**config.mk**
```make
export PLATFORM = sky130hd
export DESIGN_NAME = red_serial_unit
export DESIGN_NICKNAME = d
export VERILOG_FILES = /design/src/rtl/red_pkg.sv /design/src/rtl/red_nib_accum.sv /design/src/rtl/red_serial_unit.sv
export SDC_FILE = /design/constraint.sdc
export NUM_CORES = 1
export LEC_CHECK = 0
export ABC_CLOCK_PERIOD_IN_PS = 4300
export BUFFER_PORTS_ARGS = -buffer_cell sky130_fd_sc_hd__buf_2
export CORE_MARGIN = 2
export CORE_UTILIZATION = 40
export CTS_CLUSTER_SIZE = 28
export DETAILED_ROUTE_END_ITERATION = 7
export HOLD_SLACK_MARGIN = 0.05
export PLACE_DENSITY_LB_ADDON = 0.05
export RECOVER_POWER = 25
export SETUP_SLACK_MARGIN = 0.5
export SLEW_MARGIN = 25
export SYNTH_ARGS = -nofsm -noshare
export SYNTH_HDL_FRONTEND = slang
export SYNTH_SLANG_ARGS = --single-unit
```
**constraint.sdc**
```tcl
create_clock -name clk -period 4.3 [get_ports clk]
set_clock_uncertainty 0.15 [all_clocks]
set_input_delay 0.86 -clock clk [delete_from_list [all_inputs] [get_ports clk]]
set_output_delay 0.86 -clock clk [all_outputs]
set_load 0.02 [all_outputs]
```
**src/rtl/red_pkg.sv**
```systemverilog
// Shared types and helpers for the nibble-serial reduction-add unit.
package red_pkg;

    typedef enum logic [1:0] {
        IDLE  = 2'd0,
        ACCUM = 2'd1,
        DONE  = 2'd2
    } state_t;

    localparam int NIBBLES = 4;
    localparam int RES_W   = 7;

    function automatic logic [3:0] nib(input logic [15:0] x, input logic [1:0] i);
        return x[{i, 2'b00} +: 4];
    endfunction

endpackage

```
**src/rtl/red_nib_accum.sv**
```systemverilog
// Combinational step of the reduction: adds NIB_PER_CYCLE nibble pairs
// (selected by cnt) to the running 7-bit accumulator.
module red_nib_accum
    import red_pkg::*;
#(
    parameter int NIB_PER_CYCLE = 1
) (
    input  logic [RES_W-1:0] acc,
    input  logic [15:0]      a,
    input  logic [15:0]      b,
    input  logic [1:0]       cnt,
    output logic [RES_W-1:0] acc_next
);

    if (!(NIB_PER_CYCLE == 1 || NIB_PER_CYCLE == 2 || NIB_PER_CYCLE == 4)) begin : g_bad_width
        $error("red_nib_accum: NIB_PER_CYCLE must be 1, 2 or 4");
    end

    // 4-bit carry-lookahead adder; the 5-bit result is one nibble-pair sum.
    function automatic logic [4:0] cla4(input logic [3:0] x, input logic [3:0] y);
        logic [3:0] g;
        logic [3:0] p;
        logic [4:0] c;
        g    = x & y;
        p    = x ^ y;
        c[0] = 1'b0;
        c[1] = g[0];
        c[2] = g[1] | (p[1] & g[0]);
        c[3] = g[2] | (p[2] & g[1]) | (p[2] & p[1] & g[0]);
        c[4] = g[3] | (p[3] & g[2]) | (p[3] & p[2] & g[1]) | (p[3] & p[2] & p[1] & g[0]);
        return {c[4], p ^ c[3:0]};
    endfunction

    logic [RES_W-1:0] group_sum;
    logic [1:0]       idx;

    always_comb begin
        group_sum = '0;
        idx       = '0;
        for (int k = 0; k < NIB_PER_CYCLE; k++) begin
            idx       = 2'(int'(cnt) * NIB_PER_CYCLE + k);
            group_sum = group_sum + RES_W'(cla4(nib(a, idx), nib(b, idx)));
        end
        acc_next = acc + group_sum;
    end

endmodule

```
**src/rtl/red_serial_unit.sv**
```systemverilog
// Multi-cycle RED operation: sums all eight nibbles of A and B, iterating
// NIB_PER_CYCLE nibble pairs per cycle behind valid/ready handshakes.
module red_serial_unit
    import red_pkg::*;
#(
    parameter int NIB_PER_CYCLE = 1
) (
    input  logic        clk,
    input  logic        rst,
    input  logic        in_valid,
    output logic        in_ready,
    input  logic [15:0] A,
    input  logic [15:0] B,
    input  logic        flush,
    output logic        out_valid,
    input  logic        out_ready,
    output logic [15:0] S,
    output logic        busy
);

    localparam int         ACCUM_CYCLES = NIBBLES / NIB_PER_CYCLE;
    localparam logic [1:0] LAST_CNT     = 2'(ACCUM_CYCLES - 1);

    state_t           state;
    logic [1:0]       cnt;
    logic [RES_W-1:0] acc;
    logic [RES_W-1:0] acc_next;
    logic [15:0]      a_reg;
    logic [15:0]      b_reg;

    red_nib_accum #(
        .NIB_PER_CYCLE(NIB_PER_CYCLE)
    ) u_accum (
        .acc      (acc),
        .a        (a_reg),
        .b        (b_reg),
        .cnt      (cnt),
        .acc_next (acc_next)
    );

    // flush outranks both a new request and a pending result handshake
    always_ff @(posedge clk or posedge rst) begin
        if (rst) begin
            state <= IDLE;
            cnt   <= '0;
            acc   <= '0;
            a_reg <= '0;
            b_reg <= '0;
        end else if (flush) begin
            state <= IDLE;
            cnt   <= '0;
            acc   <= '0;
        end else begin
            case (state)
                IDLE: begin
                    if (in_valid) begin
                        a_reg <= A;
                        b_reg <= B;
                        acc   <= '0;
                        cnt   <= '0;
                        state <= ACCUM;
                    end
                end
                ACCUM: begin
                    acc <= acc_next;
                    cnt <= cnt + 2'd1;
                    if (cnt == LAST_CNT) begin
                        state <= DONE;
                    end
                end
                DONE: begin
                    if (out_ready) begin
                        state <= IDLE;
                    end
                end
                default: state <= IDLE;
            endcase
        end
    end

    // Outputs decode the state register directly so reset clears them at once.
    assign in_ready  = (state == IDLE);
    assign out_valid = (state == DONE);
    assign busy      = (state != IDLE);
    assign S         = out_valid ? 16'(acc) : 16'd0;

endmodule

```
Word level (Yosys, flattened, before mapping)
Index checks and enable logic that the tools add are counted. W data, S select, Z words.

Register bits: 43. Bits of input ports: 37. Logic and storage cells: 52.

Add/subtract/negate cells: 2. Equal/unequal tests: 6. Shift operators: 2. Multiplexer cells: 12. Bitwise operators: 19. Reduce and logical (&&, ||, !) cells: 6.

Operators by type and width (count): $shiftx A16 B5 Y4 (2); $mux W7 (3); $pmux W7 S2 (1); $mux W2 (6); $and A1 B1 Y1 (9); $xor A4 B4 Y4 (2); $add A7 B5 Y7 (1); $ne A3 B2 Y1 const B (2); $or A1 B1 Y1 (6); $pmux W2 S3 (1); $reduce_and A3 Y1 (2); $and A4 B4 Y4 (1); $eq A2 B2 Y1 const B (2); $pmux W2 S2 (1); $ne A3 B3 Y1 const B (1); $reduce_bool A3 Y1 (1); $add A2 B1 Y2 const B (1); $eq A2 B1 Y1 const B (1); $logic_not A2 Y1 (1); $reduce_and A2 Y1 (1); $reduce_bool A2 Y1 (1); $not A1 Y1 (1).

Logic depth before layout (Yosys ltp)
Depth after elaboration: 9. Depth in mapped cells: 11. Gate-level depth less buffers: 10.

Modules after synthesis
From an unflattened synthesis, not the netlist that was laid out.

Cell total of the unflattened synthesis: 189. Area, all modules: 2449.8 um^2.

Modules (own cells, without submodules): red_serial_unit (instances 1, cells an instance 139, area an instance 1906.8 um^2, seq. area each 1076.0 um^2); red_nib_accum (instances 1, cells an instance 50, area an instance 543.0 um^2, seq. area each 0.0 um^2).

Worst setup path after synthesis
Ideal clock, no wire load.

Path kind: reg-to-reg. Start: register cnt[0]. End: register acc[6]. Library setup time: 87 ps. Data arrival time: 2985 ps. Required time: 4063 ps. Slack: 1079 ps. Cell stages (with the launch flop): 11. Period minus slack after synthesis: 3221 ps. Path through: dfrtp_1 > buf_2 > mux4_2 > ha_1 > fa_1 > inv_1 > fa_1 > nor2b_1 > o31ai_1 > a2111o_1 > o211ai_1.

Word-level cells in the longest chain between the ends: 9. Elaborated cells on any way between the ends: 23. Those cells by class: add/sub: 1; shift: 2; mux: 2; bitwise: 18.

Ends and longest elaborated chain: start, declared (line red_serial_unit.sv:25) `logic [1:0] cnt;`; start signal, assigned (line red_serial_unit.sv:66) `cnt <= cnt + 2'd1;`; $shiftx A16 B5 Y4 (line red_pkg.sv:14) `return x[{i, 2'b00} +: 4];`; $xor A4 B4 Y4 / $and A4 B4 Y4 (equally long branches) (line red_nib_accum.sv:25, red_nib_accum.sv:24); $and A1 B1 Y1, on equally long branches (line red_nib_accum.sv:29, red_nib_accum.sv:30); $or A1 B1 Y1 (tied with other cells) (2 in series) (line red_nib_accum.sv:29) `c[3] = g[2] | (p[2] & g[1]) | (p[2] & p[1] & g[0]);`; $xor A4 B4 Y4 / $or A1 B1 Y1 (equally long branches) (line red_nib_accum.sv:31, red_nib_accum.sv:30); $add A7 B5 Y7 (*) (line red_nib_accum.sv:44) `acc_next = acc + group_sum;`; $pmux W7 S2 (*) (line red_serial_unit.sv:54) `case (state)`; $mux W7 (*) (line red_serial_unit.sv:49) `end else if (flush) begin`; end signal, assigned (line red_serial_unit.sv:65) `acc <= acc_next;`; end, declared (line red_serial_unit.sv:26) `logic [RES_W-1:0] acc;`.

Mark *: on every way between the ends. The rest lies on a longest branch, timed or not. A chain may end at the register's enable or synchronous reset.

Final worst setup path
Start: register cnt[1]. End: register acc[6].

Same word-level chain as after synthesis.

==> results.cfg <==
[clock_network]
clockBufferDepth = 2
clock_latency_ns = 0.30
cts.sinks = 43
cts_buffers = 5
htree_levels = 2
post_cts_buffers = 0
clkTransAtPathRegs_ns = 0.08
cts_tree = built
cts_resized = 0
cts_root_buf = clkbuf_8
postCtsHoldBufs = 0

[detailed_routing]
vias = 1483
finalWirelength_um = 4199
routedWlPerCell_um = 14.09
drc = 0
via_per_inst = 4.977
drt_pass1_iterations = 4
ant_nets = 0
drt-initial-drc-count = 18

[timing]
finalCritPeriodShare_pct = 80.57
drv_slew = 44
tightestPinTransition_ns = 2.308
finalSetupViolCount = 0
slew-limit-headroom_pct = -53.89
post-route-worst-setup-slack_ns = 0.8353
finalHoldViolCount = 0
tns_ns = 0
timing.fmax_mhz = 288.6
grt_setup_unrepaired = false
finalCriticalPeriod_ns = 3.465

[hold_path]
holdPathEnd = a_reg[7]$_DFFE_PP0P_
hp-start = a_reg[7]$_DFFE_PP0P_
hp-class = flip-flop to flip-flop
whs_path_depth = 1

[cells_and_area]
syn_to_final_growth_pct = 15.89
antenna_cells = 0
num-nets-final = 274
stdcell_count = 298
drive_gt1_share_pct = 43.81
post-route-util_pct = 48.26

[die]
dieArea_um2 = 6391
die_w_um = 79.95
die_y_um = 79.95
start_util_pct = 41.64
rows = 27
pin_count = 56
core-area_um2 = 5540

[global_routing]
grt_pass1_vias = 1498
grt_pass1_wl_um = 6941
grt_max_degree = 44
grt_usage_pct = 14.22
overflow = 0
grt_antenna_before_repair = 0

[synth]
yosys.area.top_type = dfrtp_1
synth_top_area_share_pct = 46.64
yosysMostFrequentCell = dfrtp_1
synthFlopType = dfrtp_1
netlist_area_um2 = 2307
async_reset_ff_share_pct = 100.0
yosys_warnings = 0
syn_avg_cell_area_um2 = 13.11
synthCells = 176
synth_cell_types = 39
synth_common_cells = dfrtp_1 (43), mux2_2 (31), ha_1 (10)
ys_seq_area_share_pct = 46.64
synth_edf_count = 0
synth_area_leaders = dfrtp_1 (47%), mux2_2 (15%), mux4_2 (7.8%), ha_1 (5.4%), buf_4 (2.9%)
ys_seq_elements = 43

[worst_setup_path]
reg2reg_slack_ns = 0.84
rr_startpoint = cnt[1]$_DFFE_PP0P_
crit_fanout = 10
start_kind = flip-flop
end_kind = flip-flop
cp-startpoint = cnt[1]$_DFFE_PP0P_
rr_endpoint = acc[6]$_DFFE_PP0P_
cp.required_ns = 4.37
worst-setup-path-type = flip-flop to flip-flop
r2r_cells = 9
cp.arrival_ns = 3.53

[run]
maxCapViolCount = 1

[place]
dp_slack_ns = 0.8354
globalplace.congestion = 0.8309
dp_cells = 290
io_buffers = 46
dp_hpwl_um = 3221

[power_and_ir_drop]
totalPowerFinal_mw = 1.271
worst_ir_drop_vdd_mv = 0.2017
p_per_area_nw_per_um2 = 475.4
p_leak_nw = 1.234

[run_status]
status = finished with violations
violations = max-capacitance violations, max-slew violations
cells by family after synthesis:
| kind of cell | after synthesis | synth area share (%) |
|---|---|---|
| other | 1 | 0.1625 |
| adder cells (fa/ha/maj) | 12 | 7.158 |
| multiplexers | 40 | 23.43 |
| flip-flops | 43 | 46.64 |
| buffers and inverters | 23 | 6.290 |
| AO/OA/AOI/OAI | 28 | 8.568 |
| XOR/XNOR | 3 | 1.139 |
| AND/OR/NAND/NOR | 26 | 6.617 |
metrics by stage:
| step | cell area (µm²) | hold slack [ns] |
|---|---|---|
| finish | 2674 | 0.3583 |
| CTS | 2678 | 0.3647 |
| global route | 2674 | 0.3776 |
| detailed placement | 2565 | 0.3454 |
| global placement | 2565 | 0.3384 |
| floorplan | 2337 | 0.3024 |
layout make-up:
type	count	area, µm²
tap	72	90.09
timing repair buffer	49	249.0
fill	528	2867
inverter	8	30.03
sequential	43	1076
clock inverter	3	43.79
multi-input combinational	118	1116
clock buffer	5	68.82
worst max-delay path by stage:
stage	end	slack, ns
floorplan	acc[6]$_DFFE_PP0P_	1.08
global placement	acc[6]$_DFFE_PP0P_	0.93
detailed placement	acc[6]$_DFFE_PP0P_	0.84
CTS	acc[6]$_DFFE_PP0P_	0.81
global route	acc[6]$_DFFE_PP0P_	0.62
finish	acc[6]$_DFFE_PP0P_	0.84
cell usage in the layout, fill, tap and decap left out, types with 2 or more instances in the layout:
master    Yosys  layout
buf_2         2      46
dfrtp_1      43      43
mux2_2       31      31
ha_1         10      10
o21ai_0       9       9
conb_1        1       9
mux4_2        8       8
nand2_1       7       7
and2_1        7       7
inv_1         7       6
clkbuf_8      0       5
nor2_1        4       4
a21oi_1       3       3
a21o_1        2       2
a211oi_1      2       2
xor2_1        2       2
o21bai_1      2       2
nor2b_1       2       2
a22o_1        2       2
fa_1          2       2
buf_4         9       2
power by group:
part	leakage [nW]	internal, mW	switching, mW	total, mW
registers	0.526	0.487	0.0528	0.540
clock network	0.0581	0.173	0.142	0.315
logic	0.650	0.221	0.196	0.417
routing by layer:
layer / part of all wire [%] / GRT usage, %
met4: 1.5 / 5.085
met3: 5.0 / 3.507
met2: 51 / 24.33
met1: 43 / 17.36
met5: 0 / 0
critical path, cell delays in order (launching register included):
cell and delay [ns]:
dfrtp_1 0.63, mux4_2 0.57, ha_1 0.23, fa_1 0.51, inv_1 0.06, fa_1 0.43
nor2b_1 0.16, o31ai_1 0.12, a2111o_1 0.43, o211ai_1 0.09
Power figures use the tool's default switching activity.
